--- src/rtl/boss_pkg.sv ---
// boss_pkg: shared types and constants for the boss bullet pool.
//   slot_t        : per-slot state {active, x, y, dy (aim builds only)}
//   X_W / Y_W     : screen coordinate widths (10-bit X, 9-bit Y)
//   SUM_W         : width used for all overlap / pixel sums, so nothing wraps
//   BULLET_COLOUR : fixed bullet colour for every channel
//   popcount16    : live-slot counter helper (pools of up to 16 slots)
// Optional feature macro: BOSS_BULLET_AIM_EN (vertical aiming, dy per slot).
package boss_pkg;

  localparam int X_W   = 10;
  localparam int Y_W   = 9;
  localparam int SUM_W = 11;

  localparam logic [7:0] BULLET_COLOUR = 8'h00;

`ifdef BOSS_BULLET_AIM_EN
  // dy is a 2-bit two's-complement step: -1, 0 or +1 pixel per tick.
  localparam logic [1:0] DY_UP   = 2'b11;
  localparam logic [1:0] DY_NONE = 2'b00;
  localparam logic [1:0] DY_DOWN = 2'b01;
`endif

  typedef struct packed {
    logic           active;
    logic [X_W-1:0] x;
    logic [Y_W-1:0] y;
`ifdef BOSS_BULLET_AIM_EN
    logic [1:0]     dy;
`endif
  } slot_t;

`ifdef BOSS_BULLET_AIM_EN
  // sign(target - origin) as a dy step.
  function automatic logic [1:0] aim_dir(input logic [Y_W-1:0] target,
                                         input logic [Y_W-1:0] origin);
    if (target > origin)      return DY_DOWN;
    else if (target < origin) return DY_UP;
    else                      return DY_NONE;
  endfunction
`endif

  function automatic logic [4:0] popcount16(input logic [15:0] v);
    logic [4:0] n;
    n = '0;
    for (int i = 0; i < 16; i++) n = n + {4'b0, v[i]};
    return n;
  endfunction

endpackage

--- src/rtl/boss_bullet_slot.sv ---
// boss_bullet_slot: one projectile slot.
//   load / load_x / load_y (/ load_dy) : occupy the slot at a new position
//   free                               : release the slot (hit consumed)
//   tick                               : frame move strobe
//   scan_x / scan_y                    : VGA scan position for the pixel test
//   char_x / char_y                    : player hitbox origin
//   overlap                            : live and intersecting the player (comb)
//   pix                                : live and covering the scan pixel (comb)
//   active_next                        : active bit as it will be after this edge
// Optional feature macro: BOSS_BULLET_AIM_EN.
module boss_bullet_slot
  import boss_pkg::*;
#(
  parameter int BULLET_W = 5,
  parameter int BULLET_H = 5,
  parameter int SPEED    = 2,
  parameter int CHAR_W   = 10,
  parameter int CHAR_H   = 10,
  parameter int Y_MAX    = 300
) (
  input  logic           clk,
  input  logic           reset,
  input  logic           load,
  input  logic [X_W-1:0] load_x,
  input  logic [Y_W-1:0] load_y,
`ifdef BOSS_BULLET_AIM_EN
  input  logic [1:0]     load_dy,
`endif
  input  logic           tick,
  input  logic           free,
  input  logic [X_W-1:0] scan_x,
  input  logic [Y_W-1:0] scan_y,
  input  logic [X_W-1:0] char_x,
  input  logic [Y_W-1:0] char_y,
  output logic           overlap,
  output logic           pix,
  output logic           active_next
);

  slot_t state;
  slot_t nxt;

  // The allocator only loads an idle slot, so load never races free/move.
  always_comb begin
    nxt = state;
    if (load) begin
      nxt.active = 1'b1;
      nxt.x      = load_x;
      nxt.y      = load_y;
`ifdef BOSS_BULLET_AIM_EN
      nxt.dy     = load_dy;
`endif
    end else if (state.active) begin
      if (free) begin
        nxt.active = 1'b0;
      end else if (tick) begin
        // Exit at the left edge instead of subtracting past zero.
        if (state.x <= X_W'(SPEED)) nxt.active = 1'b0;
        else                        nxt.x      = state.x - X_W'(SPEED);
`ifdef BOSS_BULLET_AIM_EN
        if (state.dy == DY_UP && state.y == '0)
          nxt.active = 1'b0;
        else if (state.dy == DY_DOWN &&
                 ({2'b0, state.y} + SUM_W'(BULLET_H) >= SUM_W'(Y_MAX)))
          nxt.active = 1'b0;
        else
          nxt.y = state.y + {{(Y_W-2){state.dy[1]}}, state.dy};
`endif
      end
    end
  end

  always_ff @(posedge clk or posedge reset) begin
    if (reset) state <= '0;
    else       state <= nxt;
  end

  assign active_next = nxt.active;

  // All comparisons are done at SUM_W bits so right/bottom edges never wrap.
  logic [SUM_W-1:0] bx, by, cx, cy, sx, sy;
  assign bx = {1'b0, state.x};
  assign by = {2'b0, state.y};
  assign cx = {1'b0, char_x};
  assign cy = {2'b0, char_y};
  assign sx = {1'b0, scan_x};
  assign sy = {2'b0, scan_y};

  assign overlap = state.active &&
                   (bx < cx + SUM_W'(CHAR_W)) && (bx + SUM_W'(BULLET_W) > cx) &&
                   (by < cy + SUM_W'(CHAR_H)) && (by + SUM_W'(BULLET_H) > cy);

  assign pix = state.active &&
               (sx >= bx) && (sx < bx + SUM_W'(BULLET_W)) &&
               (sy >= by) && (sy < by + SUM_W'(BULLET_H));

endmodule

--- src/rtl/boss_bullet_pool.sv ---
// boss_bullet_pool: multi-slot boss projectile engine.
//   clk, reset (async, active-high)
//   tick                 : frame move strobe
//   fire_req / fire_ack  : launch handshake (see below)
//   start_x / start_y    : launch position, sampled at acceptance
//   x / y                : VGA scan position
//   char_x / char_y      : player hitbox origin
//   bullet_pix           : scan pixel lies inside a live bullet (comb)
//   bullet_r/g/b         : bullet colour
//   bullet_hit           : registered pulse, one or more bullets hit the player
//   active_count         : registered number of live slots
// Optional feature macro: BOSS_BULLET_AIM_EN (per-slot vertical aiming).
//
// Handshake: fire_req is a level request. A shot is accepted on any edge where
// fire_req=1, the cooldown is zero and a slot is idle; fire_ack pulses for the
// following cycle. Refused requests are dropped, not queued; the requester
// simply keeps fire_req high until it sees fire_ack.
module boss_bullet_pool
  import boss_pkg::*;
#(
  parameter int NUM_BULLETS = 4,
  parameter int BULLET_W    = 5,
  parameter int BULLET_H    = 5,
  parameter int SPEED       = 2,
  parameter int COOLDOWN    = 16,
  parameter int CHAR_W      = 10,
  parameter int CHAR_H      = 10,
  parameter int Y_MAX       = 300
) (
  input  logic                               clk,
  input  logic                               reset,
  input  logic                               tick,
  input  logic                               fire_req,
  output logic                               fire_ack,
  input  logic [9:0]                         start_x,
  input  logic [8:0]                         start_y,
  input  logic [9:0]                         x,
  input  logic [8:0]                         y,
  input  logic [9:0]                         char_x,
  input  logic [8:0]                         char_y,
  output logic                               bullet_pix,
  output logic [7:0]                         bullet_r,
  output logic [7:0]                         bullet_g,
  output logic [7:0]                         bullet_b,
  output logic                               bullet_hit,
  output logic [$clog2(NUM_BULLETS+1)-1:0]   active_count
);

  localparam int CNT_W = $clog2(NUM_BULLETS+1);
  localparam int CD_W  = $clog2(COOLDOWN+1);

  logic [NUM_BULLETS-1:0] active_next;
  logic [NUM_BULLETS-1:0] active_vec;
  logic [NUM_BULLETS-1:0] free_mask;
  logic [NUM_BULLETS-1:0] load_vec;
  logic [NUM_BULLETS-1:0] overlap_vec;
  logic [NUM_BULLETS-1:0] pix_vec;
  logic [CD_W-1:0]        cooldown;
  logic                   accept;

  // active_count always tracks the slots' active bits, so its register is
  // also the current occupancy seen by the allocator.
  logic [NUM_BULLETS-1:0] active_q;
  assign active_vec = active_q;
  assign free_mask  = ~active_vec;
  assign accept     = fire_req && (cooldown == '0) && (|free_mask);
  // x & -x isolates the lowest idle slot.
  assign load_vec   = accept ? (free_mask & (~free_mask + 1'b1)) : '0;

`ifdef BOSS_BULLET_AIM_EN
  logic [1:0] launch_dy;
  assign launch_dy = aim_dir(char_y, start_y);
`endif

  for (genvar i = 0; i < NUM_BULLETS; i++) begin : g_slot
    boss_bullet_slot #(
      .BULLET_W (BULLET_W),
      .BULLET_H (BULLET_H),
      .SPEED    (SPEED),
      .CHAR_W   (CHAR_W),
      .CHAR_H   (CHAR_H),
      .Y_MAX    (Y_MAX)
    ) u_slot (
      .clk         (clk),
      .reset       (reset),
      .load        (load_vec[i]),
      .load_x      (start_x),
      .load_y      (start_y),
`ifdef BOSS_BULLET_AIM_EN
      .load_dy     (launch_dy),
`endif
      .tick        (tick),
      .free        (overlap_vec[i]),
      .scan_x      (x),
      .scan_y      (y),
      .char_x      (char_x),
      .char_y      (char_y),
      .overlap     (overlap_vec[i]),
      .pix         (pix_vec[i]),
      .active_next (active_next[i])
    );
  end

  always_ff @(posedge clk or posedge reset) begin
    if (reset) begin
      cooldown     <= '0;
      fire_ack     <= 1'b0;
      bullet_hit   <= 1'b0;
      active_q     <= '0;
      active_count <= '0;
    end else begin
      fire_ack     <= accept;
      bullet_hit   <= |overlap_vec;
      active_q     <= active_next;
      active_count <= CNT_W'(popcount16(16'(active_next)));
      if (accept)
        cooldown <= CD_W'(COOLDOWN);
      else if (tick && cooldown != '0)
        cooldown <= cooldown - 1'b1;
    end
  end

  assign bullet_pix = |pix_vec;
  assign bullet_r   = BULLET_COLOUR;
  assign bullet_g   = BULLET_COLOUR;
  assign bullet_b   = BULLET_COLOUR;

endmodule

--- config.mk ---
export PLATFORM = sky130hd
export DESIGN_NAME = boss_bullet_pool
export DESIGN_NICKNAME = d
export VERILOG_FILES = /design/src/rtl/boss_pkg.sv /design/src/rtl/boss_bullet_slot.sv /design/src/rtl/boss_bullet_pool.sv
export SDC_FILE = /design/constraint.sdc
export NUM_CORES = 1
export LEC_CHECK = 0
export ABC_AREA = 1
export CAP_MARGIN = 0
export CORE_MARGIN = 2
export CORE_UTILIZATION = 32
export DETAILED_ROUTE_END_ITERATION = 12
export GPL_TIMING_DRIVEN = 0
export HOLD_SLACK_MARGIN = 0.06
export RECOVER_POWER = 100
export SETUP_SLACK_MARGIN = 0.1
export SYNTH_ARGS = -nofsm -noshare
export SYNTH_HDL_FRONTEND = slang
export SYNTH_SLANG_ARGS = --single-unit
--- constraint.sdc ---
create_clock -name clk -period 3.66 [get_ports clk]
set_input_delay 0.732 -clock clk [delete_from_list [all_inputs] [get_ports clk]]
set_output_delay 0.732 -clock clk [all_outputs]
set_load 0.01 [all_outputs]
==> flow_results.org <==
** Final layout
- Layout-stage area growth over the synthesis result :: 23.64%
- Fraction of layout instances using a drive strength above 1 :: 15.79%
- Leading cell type in the layout, fill and taps excluded :: nand2_1
- After routing the design area is 16,740 um^2.
- After the last flow step, the layout net total stands at between 2,000 and 3,000.
- Area occupied by multi-input gates :: about 11,000 um^2
- Fillers :: roughly 4,400
- The library cells used most frequently in the layout, excluding fill and tap cells, are nand2_1, ha_1, inv_1, o21ai_0, nor2_1.
- In the final layout, flip-flops and latches occupy between 2000 and 2500 um^2.

** Global route
- In the global route stage, met1 resource usage came out at a little over a quarter.
- Initial antenna violation count :: 1
- Overflow after GRT :: 0
- Wire length of the first global-routing pass :: approximately 70,000 um
- The global routing stage identified its most utilized layer as met2.
- Across every metal layer, demand over resource in global routing totals around a fifth.
- The number of global-route vias before repair came to around 13,000.
- Entering global routing, the biggest net connects 60 pins.
- For met2 alone, demand over resource in global routing was 35.48%.
- Global routing used ~1.9% of the available met3 tracks.

** Drt
- Detailed Route Iter0 Violations :: 1,056
- For this run, the detailed router's first-pass iteration total came to 5.
- WL per Instance :: ~18 um
- Routed wire length :: 47,280 um
- Using the TritonRoute via totals, the vias-per-cell ratio works out to about 5.2.
- Count of nets left with antenna violations after detail routing :: 0
- For this block, the via count after detailed routing is between 10,000 and 15,000.
- Number of remaining DRC errors :: 0

** Timing
- The number of pins exceeding their max-slew limit in the final report is 33.
- Fin Clk Skew :: approximately 14 ps
- Setup violations remaining at the end of the flow were counted as 4.
- Based on the critical path, the design can be clocked at up to between 200 and 300 MHz.
- Worst rel slew slack :: -6.067%
- The final number of hold-violating endpoints was 0.
- Adding up every negative setup slack in the final design gives -560.0 ps.
- Setup repair after global routing could not meet its margin everywhere.
- Clock period minus worst slack :: ~3900 ps
- Crit path setup slack, layout :: -232.2 ps
- Actual transition at the worst max-transition pin :: about 1600 ps
- Final critical-path share of the clock period :: 106.3%

** Floorplanning
- Top-Level Pins :: 91
- Total number of placement rows :: 75
- Area of the die :: about 44,000 um^2
- The initial utilization of the core area, before any placement, comes to about a third.
- Measured along the y axis, the die boundary spans 209.7 um.
- Die Span X :: 209.7 um
- Core footprint :: between 40,000 and 50,000 um^2

** Critical path
- Highest cell delay on the worst timing path :: between 700 and 800 ps
- For the worst setup path, the data required time is roughly 3000 ps.
- Type of origin of the critical path :: input pin
- Critical path buffers and inverters :: 2
- Max Fanout on Critical Path :: 8
- The critical path goes through clkdlybuf4s50_1 -> ha_1 -> nand2_1 -> nor3_1 -> nand4_1 -> nand4_1 -> nand2_1 -> nand3b_1 -> nor2_1 -> nor2_1 -> nand2_1 -> buf_6.
- The cell that appears most often on the critical path is nand2_1.
- In this design, the largest share of critical-path delay is due to simple AND/OR/NAND/NOR gates.
- Critical Setup Path Class :: in2out
- The worst register-to-register path has a depth of 25.
- Slowest-stage cell, CP :: clkdlybuf4s50_1
- The worst setup path is captured at a primary output.
- In this run the number of cells on the critical path is 12.
- For the worst setup path, the data arrival time is 3160 ps.

** Place
- At the end of routability-driven placement, the weighted congestion stood at around 0.91.
- Once placement finished, the instance area stood at 15,010 um^2.
- Input and output buffers added on the ports amount to between 60 and 70.
- Worst slack after detailed placement :: -1895 ps
- Half-perimeter wire length of the detailed placement result :: about 36,000 um

** Pwr
- Power spread over the standard cell area amounts to roughly 310 nW/um^2.
- VDD sags by at most between 0.0003 and 0.0004 V.
- The design draws between 0.005 and 0.006 W.
- The analysis attributes to cell leakage a power of 8.592 nW.

** Yosys
- Netlist Area Pre-Place :: 13,540 um^2
- The number of different library cells used by synthesis comes to 47.
- During synthesis, Yosys emitted a total of 0 warnings.
- Of the synthesized area, sequential elements account for between 10% and 20%.
- Async set-reset flop share out of synthesis :: 100.0%
- Predominant post-synthesis flop cell :: dfrtp_1
- Counting every instance in the synthesized netlist gives between 1,500 and 2,000.
- Each instance of the synthesized netlist takes up on average 6.927 um^2.
- FF+latch count, synth :: 90
- The synthesized design contains 0 enable-type register cells.

** CTS
- The H-tree was split into 3 levels.
- TritonCTS sink count :: 90
- Clk root buf :: clkbuf_16
- TritonCTS built the clock tree.
- After clock tree synthesis, the clock-pin slew on the worst setup and hold paths is ~60 ps.
- Source-to-sink clock delay at the later pin of the worst-skew pair :: 360 ps
- Clock buffers created by TritonCTS :: 9
- Maximum root-to-sink buffer count :: 2

** Job
- Total of max-cap violations :: 1

** Worst hold path
- Hold WC Path Type :: reg2reg
- Cell depth of the worst hold path :: 2

** Status
- The final reports fail on capacitance limit, slew limit, setup timing.
- Status :: finished with violations
==> Yosys cell counts (2+ instances only) <==
| cell | instances | area share [%] |
|---|---|---|
| o211ai_1 | 10 | 0.55 |
| clkbuf_1 | 9 | 0.25 |
| clkinv_1 | 2 | 0.055 |
| o31a_1 | 2 | 0.13 |
| nand4_1 | 55 | 2.5 |
| nand3_2 | 5 | 0.37 |
| a31oi_1 | 3 | 0.14 |
| inv_2 | 7 | 0.19 |
| buf_2 | 14 | 0.52 |
| o2111ai_1 | 3 | 0.19 |
| nand3_1 | 96 | 3.5 |
| a211oi_1 | 12 | 0.67 |
| nor3b_1 | 5 | 0.28 |
| nor2_1 | 140 | 3.9 |
| o22ai_1 | 33 | 1.5 |
| nor2_2 | 6 | 0.28 |
| dfrtp_1 | 90 | 17 |
| o21ai_0 | 124 | 4.6 |
| nand2_1 | 458 | 13 |
| buf_6 | 4 | 0.33 |
| nor4_1 | 5 | 0.23 |
| o21ai_2 | 5 | 0.32 |
| xor2_1 | 64 | 4.1 |
| ha_1 | 309 | 29 |
| o21ai_1 | 4 | 0.15 |
| nand2_2 | 13 | 0.60 |
| buf_4 | 25 | 1.4 |
| nor3_1 | 25 | 0.92 |
| xnor2_1 | 5 | 0.32 |
| o21a_1 | 7 | 0.39 |
| nand3b_1 | 13 | 0.72 |
| a21oi_1 | 107 | 4.0 |
| inv_1 | 281 | 7.8 |
==> flip-flops by register name (all words and copies together) (netlist names) <==
| register | flops |
|---|---|
| fire_ack | 1 |
| g_slot.u_slot.bx | 40 |
| cooldown | 5 |
| active_q | 4 |
| bullet_hit | 1 |
| g_slot.u_slot.by | 36 |
| active_count | 3 |
==> timing repair <==
item                                    4_1_cts  5_1_grt
hold endpoints to repair                      0        0
hold buffers                                  0        0
setup buffers                                52       29
resized for setup                           136      118
endpoints found under the setup margin       45        4
pin swaps                                    35       46
==> final cells by class <==
| cell class | count | share of cell area (%) |
|---|---|---|
| diodes | 1 | 0.01495 |
| plain buffers | 53 | 2.025 |
| clock buffers | 10 | 1.368 |
| clock inverters | 6 | 0.4409 |
| inverters | 290 | 6.621 |
| multi-input cells | 1545 | 64.53 |
| flip-flops and latches | 90 | 13.57 |
| well taps | 539 | 4.028 |
| repair buffers | 147 | 7.405 |
==> metal layers <==
| layer | routed length (um) | up-vias |
|---|---|---|
| li1 | - | 6847 |
| met1 | 20790 | 6412 |
| met2 | 22120 | 450 |
| met3 | 2462 | 102 |
| met4 | 1913 | 0 |
| met5 | 0 | - |
==> report_power, final <==
group          switching (W)  internal [W]
Clock               0.000440      0.000540
Combinational        0.00172       0.00111
Sequential          0.000193       0.00114
==> final timing paths <==
check | start | endpoint | slack (ps)
worst max-delay path | x[2] | bullet_pix | -230
min in group asynchronous | reset | bullet_hit | 1180
worst min register to register | cooldown[3] | cooldown[3] | 510
worst max register to register | g_slot[3].u_slot.by[0] | active_count[1] | -180
worst min-delay path | cooldown[3] | cooldown[3] | 510
max in group asynchronous | reset | g_slot[2].u_slot.bx[0] | 380
==> worst min-delay path: stages, from the launching register on <==
cell and delay [ps]:
dfrtp_1 360, xnor2_1 80, inv_1 50
==> metrics by stage <==
step / util (%) / instances / hold WS, ps
detailed placement: 35.86 / 2583 / 488.8
global placement: 35.79 / 2582 / 481.6
global route: 40.00 / 2680 / 560.0
floorplan: - / 1978 / 463.3
CTS: 38.49 / 2651 / 506.2
finish: 40.01 / 2681 / 512.1
==> kinds of logic after synthesis <==
logic type / after synthesis / synth area share [%]
buf+inv: 343 / 10.56
compound gates: 315 / 12.94
xor+xnor: 69 / 4.463
flops: 90 / 16.63
fa+ha+maj: 310 / 28.70
other cells: 1 / 0.02769
simple gates: 827 / 26.68
(Power assumes the default switching activity.)
